===== config.mk =====
export PLATFORM = sky130hd
export DESIGN_NAME = instr_fetch_unit
export DESIGN_NICKNAME = d
export VERILOG_FILES = /design/src/rtl/instr_fetch_unit.sv
export SDC_FILE = /design/constraint.sdc
export NUM_CORES = 1
export LEC_CHECK = 0
export BUFFER_PORTS_ARGS = -buffer_cell sky130_fd_sc_hd__buf_2
export CAP_MARGIN = 20
export CORE_UTILIZATION = 50
export DETAILED_ROUTE_END_ITERATION = 10
export GPL_ROUTABILITY_DRIVEN = 0
export HOLD_SLACK_MARGIN = 0.02
export PLACE_DENSITY = 0.73
export SLEW_MARGIN = 40
export SYNTH_ARGS = -nofsm -noshare
export SYNTH_HDL_FRONTEND = slang
export SYNTH_SLANG_ARGS = --single-unit

===== constraint.sdc =====
create_clock -name clk -period 3.2 [get_ports clk]
set_input_delay 0.48 -clock clk [delete_from_list [all_inputs] [get_ports clk]]
set_output_delay 0.48 -clock clk [all_outputs]
set_load 0.1 [all_outputs]

===== src/rtl/instr_fetch_unit.sv =====
// Instruction fetch unit: fetch PC, single-outstanding imem request FSM and an in-order prefetch FIFO.
// Optional decode-starvation counter enabled by defining IFU_STALL_CNT_EN.
module instr_fetch_unit #(
    parameter int          DEPTH    = 4,
    parameter logic [31:0] RESET_PC = 32'h0000_0000
) (
    input  logic        clk,
    input  logic        rst,
    output logic        imem_req,
    output logic [31:0] imem_addr,
    input  logic        imem_gnt,
    input  logic        imem_rvalid,
    input  logic [31:0] imem_rdata,
    output logic        dec_valid,
    output logic [31:0] dec_instr,
    output logic [31:0] dec_pc,
    input  logic        dec_ready,
    input  logic        redirect,
    input  logic [31:0] redirect_pc,
    input  logic        fetch_halt
`ifdef IFU_STALL_CNT_EN
    ,
    output logic [31:0] stall_cnt
`endif
);

    localparam int            PW      = (DEPTH > 1) ? $clog2(DEPTH) : 1;
    localparam int            CW      = $clog2(DEPTH + 1);
    localparam logic [CW-1:0] DEPTH_C = CW'(DEPTH);

    typedef enum logic [1:0] {
        S_IDLE = 2'd0,
        S_REQ  = 2'd1,
        S_WAIT = 2'd2
    } state_t;

    state_t        state_q, state_d;
    logic [31:0]   fetch_pc_q, fetch_pc_d;
    logic [31:0]   inflight_pc_q, inflight_pc_d;
    logic          squash_q, squash_d;
    logic [CW-1:0] count_q, count_d;
    logic [PW-1:0] rd_ptr_q, wr_ptr_q;
    logic [31:0]   buf_pc    [DEPTH];
    logic [31:0]   buf_instr [DEPTH];

    logic          grant, resp, push, pop;
    logic [31:0]   redirect_target;
    logic          unused_pc_bits;

    assign redirect_target = {redirect_pc[31:2], 2'b00};
    assign unused_pc_bits  = ^redirect_pc[1:0];

    assign grant = (state_q == S_REQ) && imem_gnt;
    assign resp  = (state_q == S_WAIT) && imem_rvalid;
    // A redirect discards both ends of the FIFO in the same cycle.
    assign push  = resp && !squash_q && !redirect;
    assign pop   = dec_valid && dec_ready && !redirect;

    // NOTE: every variable assigned in an always_comb gets a default first so no latch is inferred.
    always_comb begin
        count_d = count_q;
        if (redirect)
            count_d = '0;
        else if (push && !pop)
            count_d = count_q + 1'b1;
        else if (pop && !push)
            count_d = count_q - 1'b1;
    end

    always_comb begin
        state_d       = state_q;
        fetch_pc_d    = fetch_pc_q;
        inflight_pc_d = inflight_pc_q;
        squash_d      = squash_q;
        case (state_q)
            S_IDLE: begin
                if (!fetch_halt && (count_q < DEPTH_C))
                    state_d = S_REQ;
            end
            S_REQ: begin
                // A grant in the redirect cycle is still accepted; its response is squashed.
                if (grant) begin
                    inflight_pc_d = fetch_pc_q;
                    fetch_pc_d    = fetch_pc_q + 32'd4;
                    squash_d      = redirect;
                    state_d       = S_WAIT;
                end
            end
            S_WAIT: begin
                if (resp) begin
                    squash_d = 1'b0;
                    state_d  = (!fetch_halt && (count_d < DEPTH_C)) ? S_REQ : S_IDLE;
                end else if (redirect) begin
                    squash_d = 1'b1;
                end
            end
            default: state_d = S_IDLE;
        endcase
        if (redirect)
            fetch_pc_d = redirect_target;
    end

    // NOTE: sequential state is updated with non-blocking assignments only.
    always_ff @(posedge clk or negedge rst) begin
        if (~rst) begin
            state_q       <= S_IDLE;
            fetch_pc_q    <= RESET_PC;
            inflight_pc_q <= '0;
            squash_q      <= 1'b0;
            count_q       <= '0;
            rd_ptr_q      <= '0;
            wr_ptr_q      <= '0;
        end else begin
            state_q       <= state_d;
            fetch_pc_q    <= fetch_pc_d;
            inflight_pc_q <= inflight_pc_d;
            squash_q      <= squash_d;
            count_q       <= count_d;
            if (redirect) begin
                rd_ptr_q <= '0;
                wr_ptr_q <= '0;
            end else begin
                if (push)
                    wr_ptr_q <= wr_ptr_q + 1'b1;
                if (pop)
                    rd_ptr_q <= rd_ptr_q + 1'b1;
            end
        end
    end

    // NOTE: FIFO storage is not reset; count gates visibility and empty outputs are forced to 0.
    always_ff @(posedge clk) begin
        if (push) begin
            buf_pc[wr_ptr_q]    <= inflight_pc_q;
            buf_instr[wr_ptr_q] <= imem_rdata;
        end
    end

    assign imem_req  = (state_q == S_REQ);
    assign imem_addr = fetch_pc_q;
    assign dec_valid = (count_q != '0);
    assign dec_instr = dec_valid ? buf_instr[rd_ptr_q] : '0;
    assign dec_pc    = dec_valid ? buf_pc[rd_ptr_q] : '0;

`ifdef IFU_STALL_CNT_EN
    always_ff @(posedge clk or negedge rst) begin
        if (~rst)
            stall_cnt <= '0;
        else if (dec_ready && !dec_valid && (stall_cnt != 32'hFFFF_FFFF))
            stall_cnt <= stall_cnt + 32'd1;
    end
`endif

endmodule


==> out/metrics.yaml, run 1 <==
ys.flop_type: "edfxtp_1"
cts.sinks: 318
intPower_mw: 8.80
syn_to_final_growth_pct: 19.2
worst_pin_slew_ns: 0.662
power_mw: 15.9
p_sw_mw: 7.11
synth_area_sq_um: 12800
vias: 7034
grt_pass1_wl_um: 39000
yosys.area.top_type: "edfxtp_1"
synth_seq_cells: 318
core_area_sq_um: 25100
pwr-share-seq: 0.336
netlist_top_cells_area: "edfxtp_1 (58%), dfrtp_1 (14%), mux4_2 (11%)"
firstDrtPassIters: 4
synth_common_cells: "edfxtp_1 (248), nand2_1 (135), dfrtp_1 (70), and2_1 (68), mux4_2 (62)"
cp_max_fo: 33
place_ws_ns: 0.612
sw_frac_of_total: 0.447
die_w_um: 162
cp_data_required_time_ns: 2.72
dieArea_sq_um: 26200
crit_arrival_ns: 2.54
setup_viol: 0
grt_max_degree: 69
drtIter0Drc: 313
ant_nets: 0
hold_path.class: "input port to register"
avgSynthCellArea_sq_um: 16.4
ios: 169
comb_power_share: 0.421
relSlewSlack: 0.559
cp-end-kind: "output port"
synth.distinct_cells: 43
antenna_found_initial: 0
clkSlewWorstSetupHoldPaths_ns: 0.06
wirelength_um: 24800
path_class: "register to output port"
initial_utilization: 0.509
drv_slew: 0
cp-start-kind: "register"
skew_ns: 0.0185
p_clk_frac: 0.243
avgRoutedWirePerCell_um: 18.9
post-synth-top-count-cell: "edfxtp_1"
finalCritPeriodShare: 0.943
antenna_cells: 0
postSynthCellCount: 780
drc_errors: 0
max_freq_ghz: 0.331
cts_max_level: 2
power.leakage_nw: 5.72
yosys_warnings: 0
clk_latency_ns: 0.50
min_period_ns: 3.02
p_per_area_nw_per_um2: 1040
peakVddDrop_v: 0.000824
final-hold-violation-count: 0
fin_ws_ns: 0.183
synth_top_area_frac: 0.583
synth_edf_count: 248
synthArstFlopShare: 0.220
cts_buffers: 34
drive_gt1_frac: 0.312
vias_per_cell: 5.35
cts_tree: "built"
overflow: 0
timing.setup.tns_ns: 0
grt_pass1_vias: 7073
portBuffers: 162
rows: 58
die_h_um: 162
status: "complete, no violations"
cap_violations: 0
postCtsSetupBuffers: 0
rsz0062_at_grt: "false"
cts_root_buffer: "clkbuf_16"
clk_path_buf_depth: 3
hpwl_um: 15400
fin_nets: 1038
seq_area_frac_synth: 0.720
grt.total_usage: 0.194
final cells by class:
class / count / area, sq um
repair buffers: 184 / 1110
well taps: 330 / 413
inverters: 7 / 26.3
fillers: 1903 / 9870
clock buffers: 45 / 963
clock inverters: 16 / 155
multi-input cells: 414 / 3370
flip-flops and latches: 318 / 9200
worst max-delay path, stage by stage (launching register included):
cell and delay, ns:
dfrtp_1 0.36, inv_1 0.09, ha_1 0.19, nor2b_1 0.15
inv_2 0.33, buf_4 0.39, and2_1 0.19, clkbuf_4 0.33
registers in the layout (all words and copies together) (netlist names):
register / count
buf_instr: 128
buf_pc: 120
count_q: 3
imem_addr: 30
inflight_pc_q: 30
rd_ptr_q: 2
squash_q: 1
state_q: 2
wr_ptr_q: 2
layer usage:
layer / track usage / share of wire
met5: 0 / 0
met4: 0.0450 / 0.016
met3: 0.0378 / 0.053
met2: 0.309 / 0.48
met1: 0.280 / 0.46
cell usage in the layout (no fill, tap or decap), drive strengths merged, types with 2 or more instances in the layout:
cell type | synthesis | routed
a21oi | 5 | 5
and2 | 68 | 68
and3 | 9 | 9
and4 | 3 | 3
buf | 18 | 151
bufinv | 0 | 3
clkbuf | 26 | 77
clkinv | 1 | 10
clkinvlp | 0 | 2
conb | 1 | 4
dfrtp | 70 | 70
edfxtp | 248 | 248
ha | 8 | 8
inv | 6 | 8
maj3 | 2 | 2
mux4 | 62 | 62
nand2 | 135 | 135
nand3 | 10 | 10
nand4 | 15 | 15
nor2 | 10 | 10
nor2b | 2 | 2
nor3 | 3 | 3
o21ai | 32 | 32
xnor2 | 6 | 6
xor2 | 27 | 27
worst paths after layout:
kind                                  start                end  slack, ns  depth (start not counted)
hold / removal              redirect_pc[20]      imem_addr[20]       0.19                          3
max in group asynchronous               rst       imem_addr[6]       1.98                          3
setup / recovery                 count_q[0]      dec_instr[15]       0.18                          7
hold reg to reg            inflight_pc_q[7]       buf_pc[2][7]       0.52                          0
min in group asynchronous               rst  inflight_pc_q[22]       0.55                          2
setup reg to reg                 state_q[0]   buf_instr[0][26]       0.82                          4
stage by stage:
| step | hold WS (ns) | instances | util | instance area, sq um |
|---|---|---|---|---|
| global route | 0.193 | 1314 | 0.607 | 15200 |
| detailed placement | 0.506 | 1251 | 0.559 | 14000 |
| global placement | 0.495 | 1251 | 0.559 | 14000 |
| CTS | 0.165 | 1313 | 0.604 | 15200 |
| floorplan | 0.184 | 783 | - | 12800 |
| finish | 0.188 | 1314 | 0.607 | 15200 |
power by group through the flow:
stage	combinational, mW	sequential [mW]	clock (mW)
6_report	6.70	5.35	3.87
5_1_grt	7.01	5.41	4.10
4_1_cts	6.64	5.35	3.94
3_5_place_dp	6.62	5.44	0
3_3_place_gp	6.57	5.41	0
2_1_floorplan	5.33	5.53	0
what timing repair did:
| action | 4_1_cts | 5_1_grt |
|---|---|---|
| hold endpoints to repair | 1 | 0 |
| resized for setup | 0 | 32 |
| setup endpoints to repair | 0 | 32 |
| hold buffers | 1 | 0 |
logic make-up (layout without fill, tap and decap cells):
group / after synthesis / count (layout) / synth area share
compound gates: 41 / 41 / 0.0169
xor+xnor: 33 / 33 / 0.0226
fa+ha+maj: 10 / 10 / 0.00940
buf+inv: 51 / 252 / 0.0182
flops: 318 / 318 / 0.720
mux: 63 / 63 / 0.110
other cells: 1 / 4 / 0.000293
simple gates: 263 / 263 / 0.103
Power figures use the tool's default switching activity.
==> inputs of run 2 (changes only) <==
==> constraint.sdc (replaced) <==
create_clock -name clk -period 3.2 [get_ports clk]
set_input_delay 0.64 -clock clk [delete_from_list [all_inputs] [get_ports clk]]
set_output_delay 0.64 -clock clk [all_outputs]
set_load 0.1 [all_outputs]
==> out/metrics.yaml, run 2 (same netlist as run 1, synthesis figures left out) <==
top_register: "buf_instr"
wl_met2_um: 11300
die_h_um: 162
routedLengthMet1_um: 11000
antenna_cells: 0
min_period_ns: 3.04
core_area_sq_um: 25100
rows: 58
drtIter0Drc: 487
clkSlewWorstSetupHoldPaths_ns: 0.06
cp_slowest_stage_delay_ns: 0.44
rsz0062_at_grt: "false"
final_cell_mix: "edfxtp_1 (248), buf_2 (159), nand2_1 (135), dfrtp_1 (68), and2_1 (64)"
largest_reg_flops: 128
slowest_stage: "buf_2"
worstPathCellList: "inv_1 > ha_1 > nor2b_1 > inv_2 > buf_4 > and2_1 > buf_2"
die_w_um: 162
syn_to_final_growth_pct: 19.2
cp_max_fo: 33
avgRoutedWirePerCell_um: 18.5
cp-end-kind: "output port"
firstDrtPassIters: 7
fin_nets: 1041
ant_nets: 0
relSlewSlack: 0.445
grt_pass1_wl_um: 38600
portBuffers: 162
reg_top3: "buf_instr (128), buf_pc (120)"
grt_max_degree: 69
dieArea_sq_um: 26200
hold_path.class: "input port to async pin"
overflow: 0
cts-resized-gates: 0
cts_buffers: 34
layout_commonest_cell: "edfxtp_1"
setup_viol: 0
clk_path_buf_depth: 3
finalCritPeriodShare: 0.950
cp_data_required_time_ns: 2.56
cts_root_buffer: "clkbuf_16"
drive_gt1_frac: 0.316
wirelength_um: 24400
vias: 7021
grt.total_usage: 0.192
status: "complete, no violations"
critPathBufInv: 4
timing.setup.tns_ns: 0
max_freq_ghz: 0.329
dr_wl_met3_um: 1700
grt_pass1_vias: 7028
drc_errors: 0
ios: 169
cts_tree: "built"
initial_utilization: 0.509
path_class: "register to output port"
clk_latency_ns: 0.51
worst_pin_slew_ns: 0.826
crit_arrival_ns: 2.40
cp-start-kind: "register"
cts_max_level: 2
antenna_found_initial: 0
final-hold-violation-count: 0
critPathTopFamily: "buffers and inverters"
drv_slew: 0
cts.sinks: 318
vias_per_cell: 5.33
skew_ns: 0.0205
top_layer_used: "met4"
hpwl_um: 14600
cap_violations: 0
==> run 2: final timing paths <==
kind	from	endpoint	slack [ns]	cells past startpoint
min in group clk	redirect_pc[30]	imem_addr[30]	0.33	3
max in group asynchronous	rst	imem_addr[11]	2.16	3
setup / recovery	count_q[1]	dec_pc[30]	0.16	7
hold / removal	rst	imem_addr[18]	0.19	1
hold reg to reg	inflight_pc_q[15]	buf_pc[3][15]	0.51	0
setup reg to reg	state_q[0]	buf_instr[1][13]	0.96	4
==> run 2: routing by layer <==
metal	up-vias	global-route usage
met3	31	0.0414
met4	0	0.0532
li1	3261	-
met1	3480	0.274
met5	-	0
met2	249	0.302
==> run 2: timing repair <==
action,CTS,global route
buffers inserted,0,7
endpoints found under the setup margin,0,18
hold buffers,0,0
==> run 2: worst reg2reg max path, stage by stage, from the launching register on <==
cell	delay (ns)
dfrtp_1	0.46
nand4bb_1	0.41
nor2_1	0.32
and2_4	0.37
buf_4	0.34
==> run 2: layout make-up <==
| class | instances | area (sq um) |
|---|---|---|
| sequential | 318 | 9200 |
| timing repair buffer | 187 | 1090 |
| fill | 1927 | 9870 |
| inverter | 7 | 26.3 |
| tap | 330 | 413 |
| clock buffer | 39 | 870 |
| multi-input combinational | 414 | 3370 |
| clock inverter | 22 | 255 |
==> run 2: through the flow <==
step	cell area, sq um	cells	util	hold WS [ns]	setup slack, ns
CTS	15200	1310	0.605	0.197	0.0321
detailed placement	14100	1249	0.560	0.507	0.579
finish	15200	1317	0.607	0.193	0.161
global route	15200	1317	0.607	0.225	0.0413
global placement	14100	1249	0.560	0.495	0.598
floorplan	12800	783	-	0.344	0.169
Power of run 2 is not shown: default switching activity piles up to over one toggle a cycle in this logic, so the estimate is an artifact.
==> inputs of run 3 (changes only) <==
- clock period: 3.2 -> 3.35 ns (I/O delays scaled with it)
==> out/metrics.yaml, run 3 (same netlist as run 1, synthesis figures left out) <==
clkSlewWorstSetupHoldPaths_ns: 0.06
die_h_um: 162
reg_top3: "buf_instr (128), buf_pc (120)"
hold_buffers: 0
finalCritPeriodShare: 0.947
vias_per_cell: 5.34
wirelength_um: 24400
relSlewSlack: 0.602
hold_path.class: "input port to async pin"
syn_to_final_growth_pct: 19.2
rows: 58
min_period_ns: 3.17
cp-start-kind: "register"
cts.sinks: 318
multi_input_area_sq_um: 3370
ant_nets: 0
vias: 7010
fin_nets: 1036
placedCellCount: 1250
rsz0062_at_grt: "false"
drtIter0Drc: 344
timing.setup.tns_ns: 0
rrSetupSlack_ns: 1.05
cap_violations: 0
die_w_um: 162
overflow: 0
hpwl_um: 15200
crit_arrival_ns: 2.50
cts_buffers: 34
antenna_cells: 0
dieArea_sq_um: 26200
clk_latency_ns: 0.50
grt.total_usage: 0.192
final-hold-violation-count: 0
postCtsSetupBuffers: 0
ios: 169
layout.cells.non_filler: 1312
fin_ws_ns: 0.176
path_class: "register to output port"
core_area_sq_um: 25100
cts-resized-gates: 0
clk_path_buf_depth: 3
final_cell_mix: "edfxtp_1 (248), buf_2 (162), nand2_1 (135), dfrtp_1 (68), and2_1 (64)"
drive_gt1_frac: 0.317
initial_utilization: 0.509
grt_max_degree: 69
cts_tree: "built"
firstDrtPassIters: 5
cts_max_level: 2
cp_data_required_time_ns: 2.68
seq_area_sq_um: 9200
cp_max_fo: 33
layout_commonest_cell: "edfxtp_1"
worst_pin_slew_ns: 0.598
cp-end-kind: "output port"
portBuffers: 162
grt_pass1_vias: 7067
largest_reg_flops: 128
top_register: "buf_instr"
setup_viol: 0
drv_slew: 0
status: "complete, no violations"
cts_root_buffer: "clkbuf_16"
grt_pass1_wl_um: 38500
place_ws_ns: 0.682
avgRoutedWirePerCell_um: 18.6
antenna_found_initial: 0
drc_errors: 0
skew_ns: 0.0162
n_fill_cell: 1959
max_freq_ghz: 0.315
[run 3: per-stage QoR]
stage	util	hold WS (ns)	area, sq um
finish	0.607	0.123	15200
global route	0.607	0.146	15200
CTS	0.607	0.116	15200
detailed placement	0.561	0.505	14100
global placement	0.561	0.495	14100
floorplan	-	0.374	12800
[run 3: critical path, cell delays in order, from the launching register on]
cell and delay [ns]:
dfrtp_1 0.38, inv_1 0.09, ha_1 0.17, nor2b_1 0.15, inv_2 0.35, buf_12 0.23, and2_1 0.17, buf_2 0.43
[run 3: worst paths after layout]
check                                        end  depth (start not counted)         startpoint
min in group clk                   imem_addr[13]                          3    redirect_pc[13]
worst max-delay path               dec_instr[21]                          7         count_q[1]
worst max register to register  buf_instr[0][29]                          4         state_q[0]
worst min-delay path               imem_addr[20]                          1                rst
max in group asynchronous            rd_ptr_q[0]                          2                rst
worst min register to register     buf_pc[2][14]                          0  inflight_pc_q[14]
[run 3: layout make-up]
class                      count  area share
sequential                   318       0.604
timing repair buffer         182      0.0704
multi-input combinational    414       0.221
inverter                       7     0.00172
tap                          330      0.0271
clock inverter                16      0.0110
clock buffer                  45      0.0647
[run 3: per-layer routing]
metal / global-route usage / share of wire / routed length [um]
met1: 0.267 / 0.44 / 10800
met2: 0.313 / 0.48 / 11800
met3: 0.0419 / 0.061 / 1490
met4: 0.0446 / 0.014 / 339
met5: 0 / 0 / 0
Power of run 3 is left out for the same reason.
